<file path="config.mk">
export PLATFORM = sky130hd
export DESIGN_NAME = fetch_unit
export DESIGN_NICKNAME = d
export VERILOG_FILES = /design/src/rtl/cpu_pkg.sv /design/src/rtl/pc_reg.sv /design/src/rtl/fetch_unit.sv
export SDC_FILE = /design/constraint.sdc
export NUM_CORES = 1
export LEC_CHECK = 0
export ABC_AREA = 1
export BUFFER_PORTS_ARGS = -buffer_cell sky130_fd_sc_hd__buf_2
export CAP_MARGIN = 20
export CORE_MARGIN = 2
export CORE_UTILIZATION = 43
export DETAILED_ROUTE_END_ITERATION = 6
export HOLD_SLACK_MARGIN = 0.03
export PLACE_DENSITY = 0.75
export SLEW_MARGIN = 5
export SYNTH_ARGS = -nofsm -noshare
export SYNTH_HDL_FRONTEND = slang
export SYNTH_SLANG_ARGS = --single-unit
export TNS_END_PERCENT = 10
</file>
<file path="constraint.sdc">
create_clock -name clk -period 1.2 [get_ports clk]
set_clock_uncertainty 0.1 [all_clocks]
set_input_delay 0.12 -clock clk [delete_from_list [all_inputs] [get_ports clk]]
set_output_delay 0.12 -clock clk [all_outputs]
set_load 0.1 [all_outputs]
</file>
<file path="src/rtl/cpu_pkg.sv">
// Shared CPU definitions: opcode field layout, opcode values and the
// fetch-stage state type used by both the decode and fetch stages.
package cpu_pkg;

  localparam int unsigned OPCODE_W = 6;

  localparam logic [OPCODE_W-1:0] OP_NOP = 6'd0;
  localparam logic [OPCODE_W-1:0] OP_NOT = 6'd1;
  localparam logic [OPCODE_W-1:0] OP_ADD = 6'd2;
  localparam logic [OPCODE_W-1:0] OP_STD = 6'd4;
  localparam logic [OPCODE_W-1:0] OP_LDM = 6'd11;

  // All-zero word placed in IF/ID while an immediate is being captured.
  localparam int unsigned BUBBLE_INSTR = 0;

  typedef enum logic {
    RUN = 1'b0,
    IMM = 1'b1
  } fetch_state_t;

endpackage

</file>
<file path="src/rtl/pc_reg.sv">
// Program counter: wrap-around up-counter with synchronous active-low reset
// and a count enable that is dropped while the pipeline is stalled.
module pc_reg #(
  parameter int ADDR_W = 10
) (
  input  logic              clk,
  input  logic              rst_n,
  input  logic              i_en,
  output logic [ADDR_W-1:0] o_pc
);

  logic [ADDR_W-1:0] r_pc;

  always_ff @(posedge clk) begin
    if (!rst_n) begin
      r_pc <= '0;
    end else if (i_en) begin
      r_pc <= r_pc + 1'b1;
    end
  end

  assign o_pc = r_pc;

endmodule

</file>
<file path="src/rtl/fetch_unit.sv">
// Instruction-fetch stage: drives the PC, fills IF/ID and, when decode flags
// a two-word instruction, captures the following word as an immediate.
module fetch_unit
  import cpu_pkg::*;
#(
  parameter int ADDR_W  = 10,
  parameter int INSTR_W = 16
) (
  input  logic               clk,
  input  logic               rst_n,
  input  logic               stall,
  input  logic               flush_req,
  output logic [ADDR_W-1:0]  imem_addr,
  input  logic [INSTR_W-1:0] imem_rdata,
  output logic [INSTR_W-1:0] if_id_instr,
  output logic               if_id_valid,
  output logic [INSTR_W-1:0] imm_out,
  output logic               imm_valid
);

  logic [ADDR_W-1:0]  w_pc;
  logic               w_capture;
  fetch_state_t       r_state;
  logic [INSTR_W-1:0] r_if_id_instr;
  logic               r_if_id_valid;
  logic [INSTR_W-1:0] r_imm_out;
  logic               r_imm_valid;

  // The PC advances on every unstalled cycle, whether it issues or captures.
  pc_reg #(
    .ADDR_W(ADDR_W)
  ) u_pc_reg (
    .clk  (clk),
    .rst_n(rst_n),
    .i_en (~stall),
    .o_pc (w_pc)
  );

  // A bubble can never be two-word, so flushes against one are ignored.
  assign w_capture = (r_state == RUN) && flush_req && r_if_id_valid;

  always_ff @(posedge clk) begin
    if (!rst_n) begin
      r_state       <= RUN;
      r_if_id_instr <= '0;
      r_if_id_valid <= 1'b0;
      r_imm_out     <= '0;
      r_imm_valid   <= 1'b0;
    end else if (!stall) begin
      if (w_capture) begin
        r_imm_out     <= imem_rdata;
        r_imm_valid   <= 1'b1;
        r_if_id_instr <= INSTR_W'(BUBBLE_INSTR);
        r_if_id_valid <= 1'b0;
        r_state       <= IMM;
      end else begin
        r_if_id_instr <= imem_rdata;
        r_if_id_valid <= 1'b1;
        r_imm_valid   <= 1'b0;
        r_state       <= RUN;
      end
    end
  end

  assign imem_addr   = w_pc;
  assign if_id_instr = r_if_id_instr;
  assign if_id_valid = r_if_id_valid;
  assign imm_out     = r_imm_out;
  assign imm_valid   = r_imm_valid;

endmodule

</file>
# Yosys cells after proc, flatten, opt, wreduce, memory -nomap -nowiden

Index checks and enable logic that the tools add are counted.

Logic and storage cells: 14
Output and inout bits: 44
Input port bits: 20
Register bits after elaboration: 44

$add $sub $neg: 1
Muxes and demuxes: 3
Bitwise gates (word level): 2
Reductions and logical operators: 3

Operators by type and width:

| operator              | number |
|---|---|
| $mux 16               | 1 |
| $add 10x1->10 const B | 1 |
| $logic_and 1x1->1     | 2 |
| $mux 1                | 2 |
| $not 1->1             | 2 |
| $reduce_and 2->1      | 1 |

# Longest topological paths before layout

Gate-level depths: netlist of run 1.

Depth after elaboration: 4
Mapped depth: 7
Depth with buffers taken out: 6

# Modules after synthesis

Synthesis of run 1 repeated with hierarchy kept, for this count alone.

Cells, all modules: 250
Area, all modules: 1843.0 um^2

By module, submodules not included:

| module     | cells an instance | area an instance (um^2) | sequential area each (um^2) | times used |
|---|---|---|---|---|
| fetch_unit | 184               | 1376.3                  | 680.7                       | 1 |
| pc_reg     | 66                | 466.7                   | 200.2                       | 1 |

# Worst setup path before layout of run 1

OpenSTA, ideal clock, no wires.

Kind: register to register
Start: register u_pc_reg.r_pc[0], in the netlist u_pc_reg.o_pc[0]
End: register u_pc_reg.r_pc[8], in the netlist u_pc_reg.o_pc[8]
Data arrival time: 1.793 ns
Clock period less this slack: 2.012 ns
Setup time: 0.119 ns
Stages on the path, launching flop included: 7
Path slack: -0.812 ns
Required time: 0.981 ns
Path through: dfxtp_1 ha_1 nand3_1 nor2_2 nand3_1 nand2_1 nor2_1

Word-level cells in the longest chain between the ends: 1

Ends and longest elaborated chain:

| item                   | RTL line     | RTL |
|---|---|---|
| from (decl)            | pc_reg.sv:12 | `logic [ADDR_W-1:0] r_pc;` |
| from (signal assigned) | pc_reg.sv:18 | `r_pc <= r_pc + 1'b1;` |
| $add 10x1->10          | pc_reg.sv:18 |  |

Every way passes these cells.
A chain may end at the register's enable or synchronous reset.

# Worst setup path in the final report of run 1

Start: register r_if_id_valid, in the netlist if_id_valid
End: register r_imm_out[8], in the netlist imm_out[8]

Word-level cells in the longest chain between the ends: 2

Ends and longest elaborated chain:

| item                       | RTL line         | RTL |
|---|---|---|
| from (decl)                | fetch_unit.sv:25 | `logic r_if_id_valid;` |
| from (signal assigned)     | fetch_unit.sv:46 | `r_if_id_valid <= 1'b0;` |
| from (signal assigned)     | fetch_unit.sv:54 | `r_if_id_valid <= 1'b0;` |
| from (signal assigned)     | fetch_unit.sv:58 | `r_if_id_valid <= 1'b1;` |
| $logic_and 1x1->1          | fetch_unit.sv:40 | `assign w_capture = (r_state == RUN) && flush_req && r_if_id_valid;` |
| $reduce_and 2->1 (no line) | -                |  |
| to (signal assigned)       | fetch_unit.sv:51 | `r_imm_out <= imem_rdata;` |
| to (decl)                  | fetch_unit.sv:26 | `logic [INSTR_W-1:0] r_imm_out;` |

Every way passes these cells.

==> results of run 1 <==
[critical path, stage by stage (launching register included)]
cell and delay [ns]:
dfxtp_4 0.37, nand2_4 0.05, nor2_4 0.20, nand2_8 0.14, clkinv_8 0.12, nor2_1 0.05
nor2_1 0.14
[worst max path at each step]
stage,depth (start not counted),startpoint,slack (ns),endpoint
2_1_floorplan,7,if_id_valid$_SDFFE_PN0N_,-0.16,imm_out[10]$_SDFFE_PN0P_
3_3_place_gp,5,u_pc_reg.o_pc[1]$_SDFFE_PN0N_,0.04,u_pc_reg.o_pc[7]$_SDFFE_PN0N_
3_5_place_dp,5,stall,-0.04,if_id_instr[2]$_SDFFE_PN0N_
4_1_cts,6,if_id_valid$_SDFFE_PN0N_,-0.01,imm_out[11]$_SDFFE_PN0P_
5_1_grt,6,if_id_valid$_SDFFE_PN0N_,-0.13,imm_out[8]$_SDFFE_PN0P_
6_report,6,if_id_valid$_SDFFE_PN0N_,-0.05,imm_out[8]$_SDFFE_PN0P_
[state kept, by name, summed over array words and instances (netlist names)]
name	cells
if_id_valid	1
if_id_instr	16
imm_valid	1
imm_out	16
u_pc_reg.o_pc	10
[repair_timing]
action | in CTS | in global routing
resized for setup | 4 | 20
pin swaps | 1 | 14
endpoints found under the setup margin | 18 | 32
hold buffers | 17 | 0
buffers inserted | 3 | 1
hold endpoints to repair | 32 | 0
gates cloned | 0 | 0
[cell families after synthesis]
logic type	after synthesis	share of synthesized area
AO/OA/AOI/OAI	40	0.1221
XOR/XNOR	1	0.005344
adder cells (fa/ha/maj)	1	0.007632
buffers and inverters	16	0.04885
flip-flops	44	0.5374
AND/OR/NAND/NOR	110	0.2786
[synthesized netlist by cell type (all sizes together)]
cell	number
nor3	3
nand2	47
xor2	1
a21oi	20
clkbuf	2
nor2	54
buf	7
clkinv	1
ha	1
nand3	6
o21ai	20
dfxtp	44
inv	6
[final cells by class]
class / count / area (um^2)
repair buffers: 89 / 1257
well taps: 48 / 60.06
inverters: 7 / 38.79
fillers: 163 / 516.7
multi-input cells: 152 / 769.5
clock inverters: 1 / 5.005
flip-flops and latches: 44 / 915.9
clock buffers: 7 / 97.59
[layer usage]
layer / GRT usage / share of wire
met5: 0 / 0
met4: 0.1615 / 0.046
met3: 0.07363 / 0.052
met2: 0.5101 / 0.53
met1: 0.3138 / 0.37
[through the flow]
step	setup WS (ns)	cells
floorplan	-0.1578	212
global placement	0.03534	319
detailed placement	-0.03551	319
CTS	-0.01252	347
global route	-0.1325	348
finish	-0.04971	348
[power breakdown]
part           leakage [nW]  internal [mW]  switching, mW
combinational         0.831          0.410          0.696
clock                0.0534          0.535          0.532
sequential            0.367           1.52         0.0820
total                  1.25           2.46           1.31
==> results.yml, run 1 <==
grt:
  antenna_found_initial: 0
  grt_pass1_wl_mm: 9.149
  grt_max_degree: 27
  globalRouteOverflowTotal: 0
  first_global_vias: 1880
  gr-usage-all-layers: 0.2899
drt:
  vias_per_cell: 5.178
  detail_route.wl_per_cell_um: 16.31
  ant_nets: 0
  routed_wl_mm: 5.677
  dr.pass1.iters: 4
  route.detailed.drc: 0
  drtIter0Drc: 118
  via_count: 1802
hold_path:
  hp-class: "in -> reg"
  min_to: "u_pc_reg.o_pc[1]$_SDFFE_PN0N_"
  whs_path_depth: 4
  min_from: "stall"
synthesis:
  yosys_warnings: 0
  yosysUniqueCellTypes: 22
  syn_avg_cell_area_um2: 7.731
  synth_cells: 212
  syn-num-nets: 233
  synth.area.top_cells: "dfxtp_1 54%, nor2_1 11%, nand2_1 11%"
  synth_seq_area_share: 0.5374
  yosysTopAreaCell: "dfxtp_1"
  syn_area_um2: 1639
  yosysTopAreaCellShare: 0.5374
  ys_ff_latch: 44
sta:
  rsz0062_at_grt: "yes"
  fin_hold_ws_ns: 0.1545
  setup_viol: 10
  fin_crit_sh: 1.041
  hold_viol_final: 0
  min_period_ns: 1.250
  fin_tns_setup_ns: -0.2259
  finalMaxSlewViolations: 0
  setup_ws_ns: -0.04971
  maxSlewHeadroom: 0.8434
  fmax_mhz: 800.2
  tightest_slew_ns: 0.2349
place:
  numPortBuffers: 63
  postPlaceCellArea_um2: 2739
  dp_hpwl_mm: 3.216
  gp_congestion: 0.7736
setup_path:
  crit_fanout: 17
  timing.rr.start: "if_id_valid$_SDFFE_PN0N_"
  r2r_cells: 6
  ff2ff_setup_slack_ns: -0.05
  crit_required_ns: 1.33
  end_kind: "flip-flop"
  critPathKind: "reg -> reg"
  r2r_end: "imm_out[8]$_SDFFE_PN0P_"
  worstSetupStartpointType: "flip-flop"
  crit_arrival_ns: 1.38
final_layout:
  stdcell_area_um2: 3144
  antenna_cells: 0
  nNetsFinal: 320
  utilization: 0.8589
  drive_above_1_share: 0.3867
  syn_to_final_growth_pct: 91.83
  final_common_cell: "nor2_1"
  mostFrequentLayoutCells: "50 x nor2_1, 46 x buf_12, 39 x nand2_1, 32 x dfxtp_1, 19 x buf_2"
power:
  vdd_drop_max_mv: 1.180
  powerDensity_nw_per_um2: 1199
  totalPowerFinal_mw: 3.770
  p_leak_nw: 1.252
outcome:
  outcome: "complete, but fails checks"
  violations: "setup timing"
clock_tree:
  cts_max_path_buffers: 2
  clkTransAtPathRegs_ns: 0.08
  cts_num_sinks: 44
  worstSkewPairLatency_ns: 0.30
  h-tree-depth: 2
  cts-buffers-inserted: 5
  cts_tree: "yes"
  cts_root_buf: "clkbuf_8"
floorplanning:
  rows: 22
  io_pins: 64
  die_h_um: 65.74
  core_um2: 3661
  start_util: 0.4477
  dieArea_um2: 4322
  die_x_um: 65.74
job:
  max_cap_viol_count: 0
Note: power is estimated with default switching activity, not from simulation.
==> run 2, diff against run 1 <==
Settings changed: CORE_MARGIN 2 to 10, CORE_UTILIZATION 43 to 40, PLACE_DENSITY 0.75 to 0.7.
==> run 2 against run 1 <==
Net effect:
- the run now ends clean
- worst setup slack improved by 0.051 ns
- global-route usage down 14 points
- sequential power hardly changed
- first-iteration DRC count down 46%
- sequential share of layout area increased by 0.77 points
- combinational power is 4% lower
- die area is 63% higher
- non-clock buffer count rose by 1
- register-to-register slack gained 0.05 ns
- utilization is 8.8 points lower
- fmax rose by 4.3%
- wire length decreased by 10%
- critical path type unchanged
- highest routed layer unchanged
==> results.yml, run 2 (same netlist as run 1, synthesis figures left out) <==
sta:
  tightest_slew_ns: 0.2006
  hold_viol_final: 0
  fin_crit_sh: 0.9985
  finalMaxSlewViolations: 0
  setup_viol: 0
  maxSlewHeadroom: 0.8661
  fmax_mhz: 834.5
  min_period_ns: 1.198
  fin_tns_setup_ns: 0
  rsz0062_at_grt: "yes"
setup_path:
  ff2ff_setup_slack_ns: 0.002
  crit_fanout: 17
  end_kind: "flip-flop"
  endpoint: "imm_out[4]$_SDFFE_PN0P_"
  crit_required_ns: 1.30
  r2r_cells: 4
  timing.rr.start: "imm_valid$_SDFFE_PN0N_"
  crit_arrival_ns: 1.30
  r2r_end: "imm_out[4]$_SDFFE_PN0P_"
  worstSetupStartpointType: "flip-flop"
  crit_start: "imm_valid$_SDFFE_PN0N_"
  critPathKind: "reg -> reg"
floorplanning:
  start_util: 0.4127
  dieArea_um2: 7059
  die_h_um: 84.02
  core_um2: 3971
  io_pins: 64
  die_x_um: 84.02
  rows: 23
grt:
  gr-usage-all-layers: 0.1461
  grt_pass1_wl_mm: 8.473
  globalRouteOverflowTotal: 0
  first_global_vias: 1734
  antenna_found_initial: 0
  grt_max_degree: 18
clock_tree:
  clkTransAtPathRegs_ns: 0.08
  cts_tree: "yes"
  worstSkewPairLatency_ns: 0.31
  cts_num_sinks: 44
  cts-buffers-inserted: 5
  h-tree-depth: 2
  cts_max_path_buffers: 2
  cts_root_buf: "clkbuf_8"
drt:
  drtIter0Drc: 64
  ant_nets: 0
  dr.pass1.iters: 4
  routed_wl_mm: 5.109
  via_count: 1665
  vias_per_cell: 4.744
  detail_route.wl_per_cell_um: 14.56
  route.detailed.drc: 0
final_layout:
  syn_to_final_growth_pct: 86.87
  stdcell_area_um2: 3063
  drive_above_1_share: 0.3422
  fillers: 251
  nNetsFinal: 321
  antenna_cells: 0
  mostFrequentLayoutCells: "50 x nor2_1, 45 x nand2_1, 45 x buf_12, 32 x dfxtp_1, 20 x a21oi_1"
  final_common_cell: "nor2_1"
  finalNonFillerCells: 351
power:
  powerDensity_nw_per_um2: 1167
  vdd_drop_max_mv: 1.038
  p_leak_nw: 1.229
place:
  postPlaceCellArea_um2: 2751
  dp_hpwl_mm: 3.613
  dp_cells: 324
  gp_congestion: 0.7938
  numPortBuffers: 63
job:
  max_cap_viol_count: 0
hold_path:
  hp-class: "in -> reg"
outcome:
  outcome: "finished clean"
## run 2: cell types whose count changed in the layout (fill, tap and decap cells not counted), moves of 4 or more
cell,delta
a21oi_1,+5
a21oi_2,-5
buf_4,+6
buf_6,-4
nand2_1,+6
nand2_2,-6
o21ai_0,-4
o21ai_1,+5
## run 2: what timing repair did
| item | CTS | global route |
|---|---|---|
| gates cloned | 0 | 0 |
| hold buffers | 17 | 0 |
| endpoints found under the hold margin | 34 | 0 |
| pin swaps | 1 | 4 |
| buffers inserted | 2 | 0 |
| gates resized for setup | 1 | 10 |
| setup endpoints to repair | 8 | 21 |
## run 2: power by group
group | switching, mW | leakage [nW] | internal (mW)
Combinational | 0.669 | 0.820 | 0.396
Sequential | 0.0763 | 0.367 | 1.52
Clock | 0.507 | 0.0422 | 0.409
Total | 1.25 | 1.23 | 2.32
## run 2: per-layer routing
layer  part of all wire  routed length, um  vias to the layer above  track usage
met5                  0                  0                        -            0
met4              0.023                116                        0      0.08067
met3              0.064                325                        7      0.05273
met2               0.53               2718                       38       0.2509
met1               0.38               1948                      771       0.1503
li1                   -                  -                      849            -
## run 2: area by class of cell
| cell class | count | area [um^2] | area share |
|---|---|---|---|
| multi-input cells | 152 | 726.9 | 0.2373 |
| inverters | 7 | 38.79 | 0.01266 |
| repair buffers | 90 | 1237 | 0.4040 |
| clock inverters | 1 | 5.005 | 0.001634 |
| flip-flops and latches | 44 | 915.9 | 0.2990 |
| clock buffers | 7 | 76.32 | 0.02492 |
| well taps | 50 | 62.56 | 0.02042 |
## run 2: worst min-delay path by stage
stage               slack [ns]                       endpoint  cells after the start          start
finish                    0.13  u_pc_reg.o_pc[1]$_SDFFE_PN0N_                      4          stall
global route              0.17    if_id_instr[4]$_SDFFE_PN0N_                      4          stall
CTS                       0.10  u_pc_reg.o_pc[1]$_SDFFE_PN0N_                      4          stall
detailed placement        0.28        imm_out[7]$_SDFFE_PN0P_                      3  imem_rdata[7]
global placement          0.27        imm_out[9]$_SDFFE_PN0P_                      3  imem_rdata[9]
floorplan                 0.16    if_id_instr[6]$_SDFFE_PN0N_                      2  imem_rdata[6]
## run 2: per-stage QoR
step	setup slack, ns	power, mW	utilization	hold slack, ns
3_3_place_gp	0.03835	2.611	0.6928	0.2716
3_5_place_dp	-0.01837	2.628	0.6928	0.2754
5_1_grt	-0.03074	3.710	0.7713	0.1676
6_report	0.001745	3.574	0.7713	0.1278
4_1_cts	0.001342	3.575	0.7637	0.1007
2_1_floorplan	-0.1578	2.217	-	0.1627
## run 2: worst max-delay path, cell delays in order, from the launching register on
cell and delay [ns]:
dfxtp_4 0.37, nor2_4 0.20, nand2_8 0.15, o21ai_0 0.21, nor2_1 0.06
==> run 3, diff against run 2 <==
Settings changed: PLACE_DENSITY 0.7 to 0.68.
Clock period 1.2 ns to 1.15 ns, I/O delays scaled along.
==> run 3 against run 2 <==
Net effect:
- the flow now finishes with violations (setup timing)
- die area unchanged
- largest cell class unchanged
- wire length is 9.1% higher
- power up 9.8%
==> results.yml, run 3 (same netlist as run 1, synthesis figures left out) <==
floorplanning:
  dieArea_um2: 7059
  start_util: 0.4127
  die_x_um: 84.02
  die_h_um: 84.02
  core_um2: 3971
  rows: 23
  io_pins: 64
final_layout:
  syn_to_final_growth_pct: 98.86
  finalNonFillerCells: 361
  fillers: 232
  stdcell_area_um2: 3259
  antenna_cells: 0
  drive_above_1_share: 0.4051
  mostFrequentLayoutCells: "50 x nor2_1, 46 x buf_12, 44 x nand2_1, 31 x dfxtp_1, 19 x buf_2"
  nNetsFinal: 331
  final_common_cell: "nor2_1"
clock_tree:
  cts_tree: "yes"
  cts_root_buf: "clkbuf_8"
  cts_num_sinks: 44
  cts-buffers-inserted: 5
  h-tree-depth: 2
  cts_max_path_buffers: 2
  clkTransAtPathRegs_ns: 0.08
  worstSkewPairLatency_ns: 0.30
setup_path:
  crit_fanout: 6
  crit_required_ns: 1.28
  critPathKind: "reg -> reg"
  critPathMaxStageDelay_ns: 0.35
  end_kind: "flip-flop"
  crit_chain: "nand2_4 -> nor2_4 -> buf_12 -> nor2_4 -> buf_6 -> nand2_2 -> a21oi_2"
  cp_slowest_cell: "dfxtp_4"
  cp_num_buf_inv: 2
  cp_common_cell: "nor2_4"
  crit_arrival_ns: 1.34
  critPathTopFamily: "flip-flops"
  worstSetupStartpointType: "flip-flop"
drt:
  routed_wl_mm: 5.575
  detail_route.wl_per_cell_um: 15.44
  vias_per_cell: 4.850
  route.detailed.drc: 0
  dr.pass1.iters: 4
  ant_nets: 0
  drtIter0Drc: 81
  via_count: 1751
power:
  vdd_drop_max_mv: 1.160
  p_leak_nw: 1.333
  powerDensity_nw_per_um2: 1203
sta:
  finalMaxSlewViolations: 0
  min_period_ns: 1.210
  hold_viol_final: 0
  setup_viol: 28
  maxSlewHeadroom: 0.8079
  rsz0062_at_grt: "yes"
  setup_ws_ns: -0.06014
  fmax_mhz: 826.4
  tightest_slew_ns: 0.2878
  fin_crit_sh: 1.052
  fin_tns_setup_ns: -0.8518
place:
  numPortBuffers: 63
  dp_hpwl_mm: 3.683
  pre_cts_ws_ns: -0.07090
  postPlaceCellArea_um2: 2801
  gp_congestion: 0.7560
  dp_cells: 329
grt:
  first_global_vias: 1817
  busiest_layer: "met2"
  grtUsageMet1: 0.1486
  globalRouteOverflowTotal: 0
  gr-usage-all-layers: 0.1491
  grt_pass1_wl_mm: 8.714
  gr-usage-met2: 0.2634
  grtUsageMet3: 0.05664
  grt_max_degree: 27
  antenna_found_initial: 0
job:
  max_cap_viol_count: 0
outcome:
  violations: "setup timing"
  outcome: "complete, but fails checks"
hold_path:
  hp-class: "in -> reg"
run 3: final timing paths:
check	startpoint	end	slack, ns	depth (start not counted)
setup / recovery	if_id_valid$_SDFFE_PN0N_	if_id_instr[12]$_SDFFE_PN0N_	-0.06	7
hold / removal	stall	u_pc_reg.o_pc[3]$_SDFFE_PN0N_	0.15	5
setup reg to reg	if_id_valid$_SDFFE_PN0N_	if_id_instr[12]$_SDFFE_PN0N_	-0.06	7
hold reg to reg	if_id_instr[4]$_SDFFE_PN0N_	if_id_instr[4]$_SDFFE_PN0N_	0.40	2
run 3: power breakdown:
group          internal (mW)  switching [mW]  leakage (nW)
registers               1.58          0.0779         0.368
logic                  0.450           0.735         0.912
clock network          0.557           0.520        0.0534
total                   2.59            1.33          1.33
run 3: stage by stage:
step / util / total power, mW / hold slack [ns]
global route: 0.8207 / 4.064 / 0.1719
CTS: 0.7883 / 3.883 / 0.1470
detailed placement: 0.7054 / 2.757 / 0.2780
global placement: 0.7054 / 2.741 / 0.2679
finish: 0.8207 / 3.922 / 0.1457
floorplan: - / 2.314 / 0.1577
run 3: timing repair:
action | CTS | global route
hold buffers | 17 | 0
gates cloned | 0 | 2
buffers inserted | 3 | 2
hold endpoints to repair | 31 | 0
resized for setup | 10 | 24
setup endpoints to repair | 38 | 46
pin swaps | 1 | 21
run 3: final cells by class:
cell class | instances | area (um^2) | share of cell area
Clock buffer | 7 | 97.59 | 0.02994
Clock inverter | 1 | 5.005 | 0.001536
Inverter | 7 | 41.29 | 0.01267
Multi-Input combinational cell | 154 | 799.5 | 0.2453
Sequential cell | 44 | 917.1 | 0.2814
Tap cell | 50 | 62.56 | 0.01919
Timing Repair Buffer | 98 | 1336 | 0.4100
run 3: metal layers:
layer,part of all wire,vias to the layer above
met5,0,-
met4,0.030,0
met1,0.39,809
met3,0.062,14
met2,0.52,51
li1,-,877
run 3: tightest hold or removal path, stage by stage:
cell,delay [ns]
buf_2,0.11
buf_4,0.12
nor2_1,0.04
nor2_1,0.08
nor2_1,0.04
